==> src/rtl/serial_adder_pkg.sv <==
`default_nettype none
// ---------------------------------------------------------------------------
// serial_adder_pkg: shared FSM state type and counter width.   Rev 1.0
// ---------------------------------------------------------------------------
package serial_adder_pkg;

  localparam int WIDTH_MAX = 32;
  localparam int CNT_W     = $clog2(WIDTH_MAX);

  typedef enum logic [1:0] {
    IDLE = 2'd0,
    RUN  = 2'd1,
    DONE = 2'd2
  } state_t;

endpackage
`default_nettype wire

==> src/rtl/add_bit_cell.sv <==
`default_nettype none
// ---------------------------------------------------------------------------
// add_bit_cell: single-bit full adder (sum and carry).   Rev 1.0
// ---------------------------------------------------------------------------
module add_bit_cell (
  input  logic a,
  input  logic b,
  input  logic ci,
  output logic s,
  output logic co
);

  logic half;

  assign half = a ^ b;
  assign s    = half ^ ci;
  assign co   = (a & b) | (ci & half);

endmodule
`default_nettype wire

==> src/rtl/serial_adder.sv <==
`default_nettype none
// ---------------------------------------------------------------------------
// serial_adder: bit-serial WIDTH-bit adder, one bit per clock, LSB first.
// SERIAL_ADDER_OVF_EN adds out_ovf (signed overflow).   Rev 1.0
// ---------------------------------------------------------------------------
module serial_adder
  import serial_adder_pkg::*;
#(
  parameter int WIDTH = 8
) (
  input  logic             sys_clk,
  input  logic             sys_rst,
  input  logic             in_valid,
  output logic             in_ready,
  input  logic [WIDTH-1:0] in_a,
  input  logic [WIDTH-1:0] in_b,
  input  logic             in_cin,
  output logic             out_valid,
  input  logic             out_ready,
  output logic [WIDTH-1:0] out_sum,
  output logic             out_cout
`ifdef SERIAL_ADDER_OVF_EN
  ,
  output logic             out_ovf
`endif
);

  state_t           state;
  logic [WIDTH-1:0] a_sr;
  logic [WIDTH-1:0] b_sr;
  logic [WIDTH-1:0] s_sr;
  logic [WIDTH-1:0] s_next;
  logic [CNT_W-1:0] cnt;
  logic             carry;
  logic             ready_q;
  logic             cell_s;
  logic             cell_co;

  add_bit_cell u_cell (
    .a  (a_sr[0]),
    .b  (b_sr[0]),
    .ci (carry),
    .s  (cell_s),
    .co (cell_co)
  );

  // Gated so no handshake can be seen while reset is asserted.
  assign in_ready = ready_q & ~sys_rst;
  assign s_next   = {cell_s, s_sr[WIDTH-1:1]};

  always_ff @(posedge sys_clk) begin
    if (sys_rst) begin
      state     <= IDLE;
      ready_q   <= 1'b1;
      out_valid <= 1'b0;
      out_sum   <= '0;
      out_cout  <= 1'b0;
      a_sr      <= '0;
      b_sr      <= '0;
      s_sr      <= '0;
      carry     <= 1'b0;
      cnt       <= '0;
`ifdef SERIAL_ADDER_OVF_EN
      out_ovf   <= 1'b0;
`endif
    end else begin
      case (state)
        IDLE: begin
          if (in_valid && ready_q) begin
            a_sr    <= in_a;
            b_sr    <= in_b;
            s_sr    <= '0;
            carry   <= in_cin;
            cnt     <= CNT_W'(WIDTH - 1);
            ready_q <= 1'b0;
            state   <= RUN;
          end
        end
        RUN: begin
          a_sr  <= a_sr >> 1;
          b_sr  <= b_sr >> 1;
          s_sr  <= s_next;
          carry <= cell_co;
          if (cnt == '0) begin
            // Last bit: carry still holds the carry into the MSB.
            out_valid <= 1'b1;
            out_sum   <= s_next;
            out_cout  <= cell_co;
`ifdef SERIAL_ADDER_OVF_EN
            out_ovf   <= carry ^ cell_co;
`endif
            state     <= DONE;
          end else begin
            cnt <= cnt - 1'b1;
          end
        end
        DONE: begin
          if (out_ready) begin
            out_valid <= 1'b0;
            ready_q   <= 1'b1;
            state     <= IDLE;
          end
        end
        default: begin
          out_valid <= 1'b0;
          ready_q   <= 1'b1;
          state     <= IDLE;
        end
      endcase
    end
  end

endmodule
`default_nettype wire

==> config.mk <==
export PLATFORM = sky130hd
export DESIGN_NAME = serial_adder
export DESIGN_NICKNAME = d
export VERILOG_FILES = /design/src/rtl/serial_adder_pkg.sv /design/src/rtl/add_bit_cell.sv /design/src/rtl/serial_adder.sv
export SDC_FILE = /design/constraint.sdc
export NUM_CORES = 1
export LEC_CHECK = 0
export CAP_MARGIN = 15
export CORE_MARGIN = 1
export CORE_UTILIZATION = 45
export CTS_CLUSTER_SIZE = 8
export DETAILED_ROUTE_END_ITERATION = 6
export PLACE_DENSITY = 0.74
export SLEW_MARGIN = 5
export SYNTH_ARGS = -nofsm -noshare
export SYNTH_HDL_FRONTEND = slang
export SYNTH_SLANG_ARGS = --single-unit
==> constraint.sdc <==
create_clock -name sys_clk -period 1.41 [get_ports sys_clk]
set_input_delay 0.2115 -clock sys_clk [delete_from_list [all_inputs] [get_ports sys_clk]]
set_output_delay 0.2115 -clock sys_clk [all_outputs]
set_load 0.01 [all_outputs]
==> qor.yml, run 1 <==
sta:
  maxSlewHeadroom: 0.735
  min_period_ps: 1520
  setup_viol: 14
  drv_slew: 0
  hold_slack_ps: 468
  hold_violations: 0
  setup_ws_ps: -107
  post-route-period-util: 1.08
  max_freq_mhz: 659
  finalSetupTns_ps: -1120
  fin_skew_ps: 6.88
  rsz0062_at_grt: "true"
  worst_slew_pin_slew_ps: 397
layout:
  area_growth_pct: 37.0
  fill_cells: 320
  layout_commonest_cell: "dfxtp_1"
  fin_nets: 269
  layout_common_cells: "37 x dfxtp_1, 35 x a21oi_1, 26 x clkdlybuf4s50_1"
  diodes: 0
  design_area_mm2: 0.00253
  multiInputGateArea_um2: 931
  final_layout_size_suffix_gt1_frac: 0.206
  regArea_um2: 847
  stdcell_count: 295
floorplan:
  die_x_um: 66.0
  start_util: 0.486
  io_pins: 32
  coreArea_mm2: 0.00380
  die_y_um: 66.0
  dieArea_mm2: 0.00436
  rows: 22
routing:
  drt_iter0_drc: 137
  viasPerCell: 5.75
  post-route-drc-count: 0
  ant_nets: 0
  vias: 1695
  drt_wl_total_um: 4200
  drt_pass1_iterations: 5
  wl_per_cell_um: 14.2
clocking:
  insertion_delay_ps: 300
  cts_buffer_depth: 2
  h-tree-depth: 2
  cts_inserted_buffers: 5
  cts_tree: "done"
  hold_buffers: 0
  cts_root_buf: "clkbuf_8"
  path_clk_slew_ps: 80
  clock-sinks: 42
global_route:
  grt_max_degree: 34
  grt_pass1_vias: 1538
  grt_antenna_before_repair: 0
  grtUsageTotal: 0.207
  grt_pass1_wl_um: 6880
  overflow: 0
critical_path:
  crit_fanout: 9
  critPathLaunchType: "flip-flop"
  path_cells: "inv_2 -> ha_4 -> or4b_4 -> buf_6 -> o21ai_1 -> a21oi_1"
  worstSetupPathType: "reg -> reg"
  critPathRequiredTime_ps: 1580
  slowest_delay_ps: 500
  ff2ff_setup_slack_ps: -110
  critPathSlowestCell: "or4b_4"
  arrival_ps: 1690
  worstSetupEndpointType: "flip-flop"
yosys:
  yosysWarnings: 0
  yosysUniqueCellTypes: 36
  syn_avg_cell_area_um2: 9.18
  synth_fp_nets: 224
  netlist_area_mm2: 0.00184
  yosysSeqAreaShare: 0.456
  synth_cells: 201
  ys_seq_elements: 42
placed_design:
  place_area_mm2: 0.00237
  placed_cells: 286
  dp_hpwl_um: 2750
  numPortBuffers: 31
  place_ws_ps: -182
  place_congestion: 0.779
power_and_ir_drop:
  peakVddDrop_mv: 0.739
  leakage_uw: 0.00104
  power_density_mw_per_mm2: 1300
worst_hold_path:
  hold_path_class: "reg -> reg"
outcome:
  violations: "negative setup slack"
  status: "complete, but fails checks"
run:
  drv_cap: 0
Yosys cell counts:
cell type | count | area, um^2
a211oi_1 | 3 | 22.5
a21o_1 | 1 | 7.51
a21oi_1 | 37 | 185
a22oi_1 | 1 | 7.51
a311oi_1 | 16 | 140
and2_1 | 1 | 6.26
and4bb_1 | 1 | 12.5
buf_2 | 1 | 5.00
buf_4 | 1 | 7.51
buf_6 | 2 | 22.5
clkbuf_1 | 16 | 60.1
dfxtp_1 | 42 | 841
fa_1 | 1 | 20.0
ha_1 | 1 | 12.5
inv_1 | 4 | 15.0
mux2i_1 | 15 | 150
nand2_1 | 10 | 37.5
nand2b_1 | 1 | 6.26
nand3_1 | 9 | 45.0
nand3b_1 | 1 | 7.51
nand4_1 | 1 | 6.26
nor2_1 | 3 | 11.3
nor2b_1 | 2 | 12.5
nor3_1 | 2 | 10.0
nor3b_1 | 1 | 7.51
nor4b_1 | 2 | 17.5
nor4b_2 | 1 | 15.0
o21ai_0 | 16 | 80.1
o21ai_1 | 2 | 10.0
o21ba_2 | 1 | 10.0
o21bai_1 | 1 | 7.51
o31ai_1 | 1 | 7.51
o32ai_1 | 1 | 8.76
or2_2 | 1 | 6.26
or3b_2 | 1 | 8.76
or4b_4 | 1 | 13.8
kinds of logic (layout without fill, tap and decap cells):
group | after synthesis | in the layout | share of synthesized area
AOI/OAI and AO/OA | 80 | 80 | 0.264
DFF | 42 | 42 | 0.456
muxes | 15 | 15 | 0.0814
adders and majority gates | 2 | 2 | 0.0176
buffers and inverters | 24 | 70 | 0.0597
and+or+nand+nor | 38 | 38 | 0.121
power breakdown:
| part | leakage (uW) | switching (uW) | internal, uW |
|---|---|---|---|
| clock | 0.0000514 | 417 | 528 |
| sequential | 0.000345 | 73.5 | 1310 |
| combinational | 0.000647 | 464 | 486 |
| total | 0.00104 | 955 | 2320 |
path summary, 6_finish.rpt:
kind,start,endpoint,cells past startpoint
max,cnt[0]$_SDFFE_PP0P_,out_sum[3]$_SDFFE_PP0P_,6
min,s_sr[1]$_SDFFE_PP0P_,out_sum[0]$_SDFFE_PP0P_,2
max reg2reg,cnt[0]$_SDFFE_PP0P_,out_sum[3]$_SDFFE_PP0P_,6
min reg2reg,s_sr[1]$_SDFFE_PP0P_,out_sum[0]$_SDFFE_PP0P_,2
state kept, by name (all words and copies together), names as in the netlist:
register and flops:
out_sum 8, s_sr 7, carry 1, out_cout 1, state 2, a_sr 8, out_valid 1, b_sr 8
cnt 5, ready_q 1
metal layers:
| metal | vias up | GRT usage | wire length (um) |
|---|---|---|---|
| li1 | 840 | - | - |
| met1 | 802 | 0.271 | 1920 |
| met2 | 46 | 0.327 | 2040 |
| met3 | 7 | 0.0448 | 187 |
| met4 | 0 | 0.0851 | 57 |
| met5 | - | 0 | 0 |
area by class of cell:
cell class                      count  share of cell area
Inverter                            4             0.00594
Clock buffer                        6              0.0287
Tap cell                           48              0.0238
Sequential cell                    42               0.335
Multi-Input combinational cell    135               0.368
Timing Repair Buffer               58               0.223
Clock inverter                      2              0.0149
worst max-delay path, delay by kind of cell (launching register included):
family	cells	cell delay, ps
AOI/OAI and AO/OA	2	190
DFF	1	330
buffers and inverters	2	240
adders and majority gates	1	130
and+or+nand+nor	1	500
per-stage QoR:
| step | power [uW] | util |
|---|---|---|
| after floorplan | 1940 | - |
| after global placement | 2270 | 0.623 |
| after detailed placement | 2290 | 0.623 |
| after CTS | 3230 | 0.654 |
| after global routing | 3430 | 0.665 |
| final | 3280 | 0.665 |
timing repair:
action / 4_1_cts / 5_1_grt
gates cloned: 0 / 0
endpoints found under the setup margin: 15 / 27
pin swaps: 0 / 3
gates resized for setup: 6 / 10
buffers inserted: 0 / 1
Note: power is estimated with default switching activity, not from simulation.
==> inputs of run 2 (changes only) <==
- clock period: 1.41 -> 1.3 ns (I/O delays scaled with it)
==> qor.yml, run 2 (synthesis gave the netlist of run 1 again) <==
outcome:
  status: "complete, but fails checks"
  violations: "negative setup slack"
sta:
  hold_violations: 0
  max_freq_mhz: 658
  setup_ws_ps: -220
  fin_skew_ps: 5.89
  setup_viol: 16
  drv_slew: 0
  post-route-period-util: 1.17
  worst_slew_pin_slew_ps: 396
  min_period_ps: 1520
  maxSlewHeadroom: 0.736
  rsz0062_at_grt: "true"
worst_hold_path:
  holdCritStartpoint: "in_b[7]"
  hold_path_class: "in -> reg"
floorplan:
  rows: 22
  start_util: 0.486
  io_pins: 32
  die_x_um: 66.0
  coreArea_mm2: 0.00380
  die_y_um: 66.0
  dieArea_mm2: 0.00436
power_and_ir_drop:
  power_density_mw_per_mm2: 1420
  power_uw: 3810
  leakage_uw: 0.00109
  peakVddDrop_mv: 0.814
clocking:
  clock-sinks: 42
  cts_tree: "done"
  cts_inserted_buffers: 5
  path_clk_slew_ps: 80
  h-tree-depth: 2
  hold_buffers: 0
  cts_root_buf: "clkbuf_8"
  cts_buffer_depth: 2
  insertion_delay_ps: 310
placed_design:
  place_congestion: 0.834
  place_area_mm2: 0.00236
  dp_hpwl_um: 2810
  numPortBuffers: 31
routing:
  drt_wl_total_um: 5000
  viasPerCell: 5.86
  wl_per_cell_um: 16.7
  drt_pass1_iterations: 4
  ant_nets: 0
  post-route-drc-count: 0
  drt_iter0_drc: 161
  vias: 1759
layout:
  layout_common_cells: "37 x dfxtp_1, 31 x a21oi_1, 24 x buf_4"
  diodes: 0
  layout_commonest_cell: "dfxtp_1"
  design_area_mm2: 0.00267
  top_regs: "a_sr x8, b_sr x8, out_sum x8"
  area_growth_pct: 44.8
  fin_nets: 275
  final_layout_size_suffix_gt1_frac: 0.294
critical_path:
  worstSetupEndpointType: "flip-flop"
  startpoint: "cnt[0]$_SDFFE_PP0P_"
  worstSetupPathType: "reg -> reg"
  critPathRequiredTime_ps: 1500
  arrival_ps: 1720
  rr_startpoint: "cnt[0]$_SDFFE_PP0P_"
  crit_fanout: 6
  critPathLaunchType: "flip-flop"
global_route:
  grt_pass1_wl_um: 7830
  grtUsageTotal: 0.240
  overflow: 0
  grt_max_degree: 31
  grt_antenna_before_repair: 0
  grt_pass1_vias: 1626
run:
  drv_cap: 0
## run 2: metrics by stage
stage	utilization	hold slack, ps	worst slack [ps]	instances	TNS [ps]
2_1_floorplan	-	335	-117	201	-1460
3_3_place_gp	0.621	454	-270	285	-7340
3_5_place_dp	0.621	462	-300	285	-8860
4_1_cts	0.679	448	-183	297	-2480
5_1_grt	0.703	486	-264	300	-3860
6_report	0.703	444	-220	300	-2840
## run 2: metal layers
| metal | GRT usage | vias to the layer above | share of wire |
|---|---|---|---|
| met5 | 0 | - | 0 |
| met4 | 0.120 | 0 | 0.029 |
| met3 | 0.0448 | 14 | 0.035 |
| met2 | 0.385 | 44 | 0.50 |
| met1 | 0.306 | 851 | 0.43 |
| li1 | - | 850 | - |
## run 2: worst max-delay path, stage by stage, from the launching register on
cell and delay [ps]:
dfxtp_2 330, inv_2 70, ha_4 120, or4b_4 540, buf_6 170, o21ai_2 120, a21oi_2 60
## run 2: power by group
part	internal (uW)	switching, uW
sequential	1420	94.7
combinational	627	595
clock	615	457
## run 2: path summary, 6_finish.rpt
path / depth (start not counted) / slack (ps) / to
setup reg to reg: 6 / -220 / out_cout$_SDFFE_PP0P_
setup / recovery: 6 / -220 / out_cout$_SDFFE_PP0P_
hold / removal: 3 / 440 / b_sr[7]$_SDFFE_PP0P_
hold reg to reg: 2 / 460 / out_sum[3]$_SDFFE_PP0P_
## run 2: final cells by class
type,count,area [um^2]
clock buffers,6,82.6
clock inverters,1,30.0
fillers,287,1130
inverters,4,18.8
multi-input cells,135,1000
flip-flops and latches,42,850
well taps,48,60.1
repair buffers,64,629
## run 2: timing repair
action,4_1_cts,5_1_grt
buffers inserted,4,2
setup endpoints to repair,43,33
pin swaps,4,14
endpoints found under the hold margin,0,0
gates resized for setup,29,18
cloned,1,2
==> variant 1 (flow settings as in run 2) <==
The 3 states of `state_t` get a one-hot encoding in 3 bits.
--- a/src/rtl/serial_adder_pkg.sv
+++ b/src/rtl/serial_adder_pkg.sv
@@ -7,10 +7,10 @@
   localparam int WIDTH_MAX = 32;
   localparam int CNT_W     = $clog2(WIDTH_MAX);
 
-  typedef enum logic [1:0] {
-    IDLE = 2'd0,
-    RUN  = 2'd1,
-    DONE = 2'd2
+  typedef enum logic [2:0] {
+    IDLE = 3'b001,
+    RUN  = 3'b010,
+    DONE = 3'b100
   } state_t;
 
 endpackage
Behaviour: no difference found for any inputs over 10 cycles, from zero or initial values and one cycle with sys_rst high; not proved beyond that.
==> variant 1 against run 2 <==
  * The flow still finishes with violations (negative setup slack)
  * Fmax grew 5.5%
  * Count of clock-buffer cells in the layout is the same
  * Worst setup slack gained 0.080 ns
  * Routed wire length grew 7.2%
  * Final area grew 9.1%
  * Synthesized cell count shrank 7.5%
  * First-iteration DRC count shrank 45%
  * Utilization grew 7.0 points
  * Sequential cell count grew 1
  * Area after synthesis shrank 1.4%
  * Critical path depth shrank 1
  * Final cell count shrank 1.0%
  * Largest cell class unchanged
  * Highest routed layer unchanged
Power is not compared: it rests on default switching activity, and its combinational part moved more than twofold at a synthesized area within 25%.
==> variant 1: results (changes against run 2) <==
Overall Global Routing Usage 23.13% (-0.87 points); Worst Skew 0.006287 ns (+0.0004014 ns); WL final 5.365 mm (+7.2%); GR Layer Usage met2 43.56% (+5.0 points); DR iter-0 viols 88 (-45%); Syn Nets 209 (-6.7%); vias in the first global route 1,645 (+1.2%); sum of negative setup slack -2.457 ns (+0.3834 ns); M1 WL 2.139 mm (-1.0%); HPWL Detailed 2.959 mm (+5.4%); failing checks negative setup slack; routed wl met2 2.922 mm (+16%); post-route setup slack -0.1398 ns (+0.07974 ns); Critical Path AT 1.62 ns (-0.10 ns); count of unique library cells instantiated by Yosys 41 (+14%); met1 Use GR 24.92% (-5.7 points); relative slew slack 79.74% (+6.2 points); status complete, but fails checks; Worst Hold Class reg2reg; met3 routed WL 181 µm (+4.0%); most frequent cells after synthesis 43 x dfxtp_1, 22 x a22oi_1, 15 x nor2_1, 15 x o2bb2ai_1, 12 x a21oi_1; # setup viols final 42 (+26); via count 1,726 (-1.9%); Seq/Total Area, Yosys 47.35% (+1.8 points); slowest cell on the critical path dfxtp_4
[variant 1: layout make-up]
type,count,area [µm²]
Fill cell,243,855.8
Sequential cell,43,875.8
Clock buffer,6,82.58
Multi-Input combinational cell,125,1099
Tap cell,48,60.06
Inverter,4,15.01
Timing Repair Buffer,69,748.2
Clock inverter,2,35.03
[variant 1: logic make-up after synthesis]
logic type	Yosys count	synth area share (%)
AOI/OAI and AO/OA	63	25.46
xor gates and xnor gates	3	1.446
adders and majority gates	2	1.789
buffers and inverters	18	5.711
DFF	43	47.35
muxes	2	1.101
and+or+nand+nor	55	17.14
[variant 1: path summary, 6_finish.rpt]
path                            startpoint         end  slack, ns  cells past startpoint
worst min register to register  out_sum[1]  out_sum[1]       0.47                      2
worst max register to register    state[1]     a_sr[5]      -0.14                      5
worst min-delay path            out_sum[1]  out_sum[1]       0.47                      2
worst max-delay path              state[1]     a_sr[5]      -0.14                      5
[variant 1: worst register-to-register path, stage by stage, from the launching register on]
cell,delay [ns]
dfxtp_4,0.37
nand4b_1,0.24
a21o_2,0.27
nor2b_4,0.16
clkbuf_16,0.17
o2bb2ai_1,0.12
[variant 1: metrics by stage]
step | cell area, µm² | std cells | worst slack [ns] | utilization [%]
after global placement | 2369 | 275 | -0.2367 | 62.81
final | 2915 | 297 | -0.1398 | 77.31
after CTS | 2634 | 290 | -0.04642 | 69.84
after global routing | 2915 | 297 | -0.1789 | 77.31
after detailed placement | 2369 | 275 | -0.3335 | 62.81
after floorplan | 1841 | 186 | -0.1073 | -
[variant 1: what timing repair did]
action / CTS / global route
resized for setup: 41 / 35
buffers inserted: 6 / 4
pin swaps: 19 / 25
gates cloned: 2 / 3
hold buffers: 0 / 0
endpoints found under the setup margin: 50 / 42
==> variant 2 (flow settings as in run 2) <==
Without the edit above. Set the parameter `WIDTH` to 9 (it was 8).
--- a/src/rtl/serial_adder.sv
+++ b/src/rtl/serial_adder.sv
@@ -6,7 +6,7 @@
 module serial_adder
   import serial_adder_pkg::*;
 #(
-  parameter int WIDTH = 8
+  parameter int WIDTH = 9
 ) (
   input  logic             sys_clk,
   input  logic             sys_rst,
Interface: changed (resized in_a, in_b and out_sum); port bits go from 32 to 35. No check against the original RTL was run, so the function may have changed too.
==> variant 2 against run 2 <==
  * The run still ends with negative setup slack left
  * First-iteration DRC count decreased by 22%
  * Routed wire length increased by 4.9%
  * Global-route usage decreased by 2.5 points
  * Sequential cell count increased by 4
  * Area after synthesis up 12%
  * Total power increased by 27%
  * Final area is 13% higher
  * Sequential power up 14%
  * Worst setup slack got worse by 0.036 ns
  * Critical path type unchanged
  * Largest power group is now combinational cells
==> variant 2: results (changes against run 2) <==
status complete, but fails checks; failing checks negative setup slack; Syn Nets 248 (+11%); # setup viols final 18 (+2); DR iter-0 viols 125 (-22%); Placer Congestion 0.7910 (-5.2%); HPWL Detailed 3.059 mm (+9.0%); met3 routed WL 185 µm (+6.3%); post-route setup slack -0.2557 ns (-0.03614 ns); Worst Hold Class reg2reg; Seq/Total Area, Yosys 44.55% (-1.0 points); most frequent cells after synthesis 46 x dfxtp_1, 41 x a21oi_1, 19 x o21ai_0; Critical Path Fanout Max 7 (+1); Top Registers a_sr (9), b_sr (9), out_sum (9); sum of negative setup slack -3.521 ns (-0.6805 ns); mean post-synth cell area 9.269 µm² (+1.0%); Critical Path AT 1.74 ns (+0.02 ns); placed cells 314 (+10%); leakage power 1.227 nW (+13%); met1 Use GR 27.55% (-3.0 points); via count 1,921 (+9.2%); detailed-route wire length per cell 15.81 µm (-5.2%); M1 WL 2.433 mm (+13%); # nets final 304 (+11%); port bufs 34 (+9.7%); routed wl met2 2.555 mm (+1.4%); Filler cells 322 (+12%); met3 Use GR 5.814% (+1.3 points); worst vdd ir 812.9 µV (-0.17%); Worst Skew 0.006495 ns (+0.0006097 ns); first-pass GRT wire length 8.355 mm (+6.7%); Critical Path Max Stage Delay 0.51 ns (-0.03 ns); Overall Global Routing Usage 21.46% (-2.5 points); relative slew slack 70.41% (-3.2 points)
variant 2: kinds of logic after synthesis:
group                      share of synthesized area (%)
muxes                                              8.232
AOI/OAI and AO/OA                                  25.67
and+or+nand+nor                                    12.65
adders and majority gates                          1.574
DFF                                                44.55
buffers and inverters                              7.324
variant 2: area by class of cell:
| type | instances | area, µm² | share of cell area (%) |
|---|---|---|---|
| Clock inverter | 2 | 60.06 | 1.988 |
| Clock buffer | 6 | 82.58 | 2.733 |
| Sequential cell | 46 | 932.1 | 30.85 |
| Tap cell | 52 | 65.06 | 2.153 |
| Multi-Input combinational cell | 149 | 1144 | 37.85 |
| Inverter | 4 | 15.01 | 0.4969 |
| Timing Repair Buffer | 73 | 723.2 | 23.93 |
variant 2: metrics by stage:
stage	power [W]	hold slack [ns]
2_1_floorplan	0.002623	0.3355
3_3_place_gp	0.003119	0.4578
3_5_place_dp	0.003138	0.4631
4_1_cts	0.004602	0.4626
5_1_grt	0.005076	0.4714
6_report	0.004836	0.4617
variant 2: worst paths after layout:
path                    from          to  slack [ns]  cells after the start
setup / recovery      cnt[1]  out_sum[7]       -0.26                      6
hold / removal    out_sum[2]  out_sum[2]        0.46                      2
setup reg to reg      cnt[1]  out_sum[7]       -0.26                      6
hold reg to reg   out_sum[2]  out_sum[2]        0.46                      2
variant 2: worst min-delay path, cell delays in order, from the launching register on:
cell and delay (ns):
dfxtp_1 0.32, o21ai_2 0.05, a21oi_1 0.05
variant 2: where the power goes:
part	switching, W	internal, W	total (W)
logic	0.000871	0.000934	0.00181
clock network	0.000491	0.000820	0.00131
registers	0.000128	0.00159	0.00172
variant 2: what timing repair did:
action                     in CTS  in global routing
resized for setup              33                 23
buffers inserted                3                  6
setup endpoints to repair      44                 35
gates cloned                    0                  2
pin swaps                      12                 17
hold endpoints to repair        0                  0
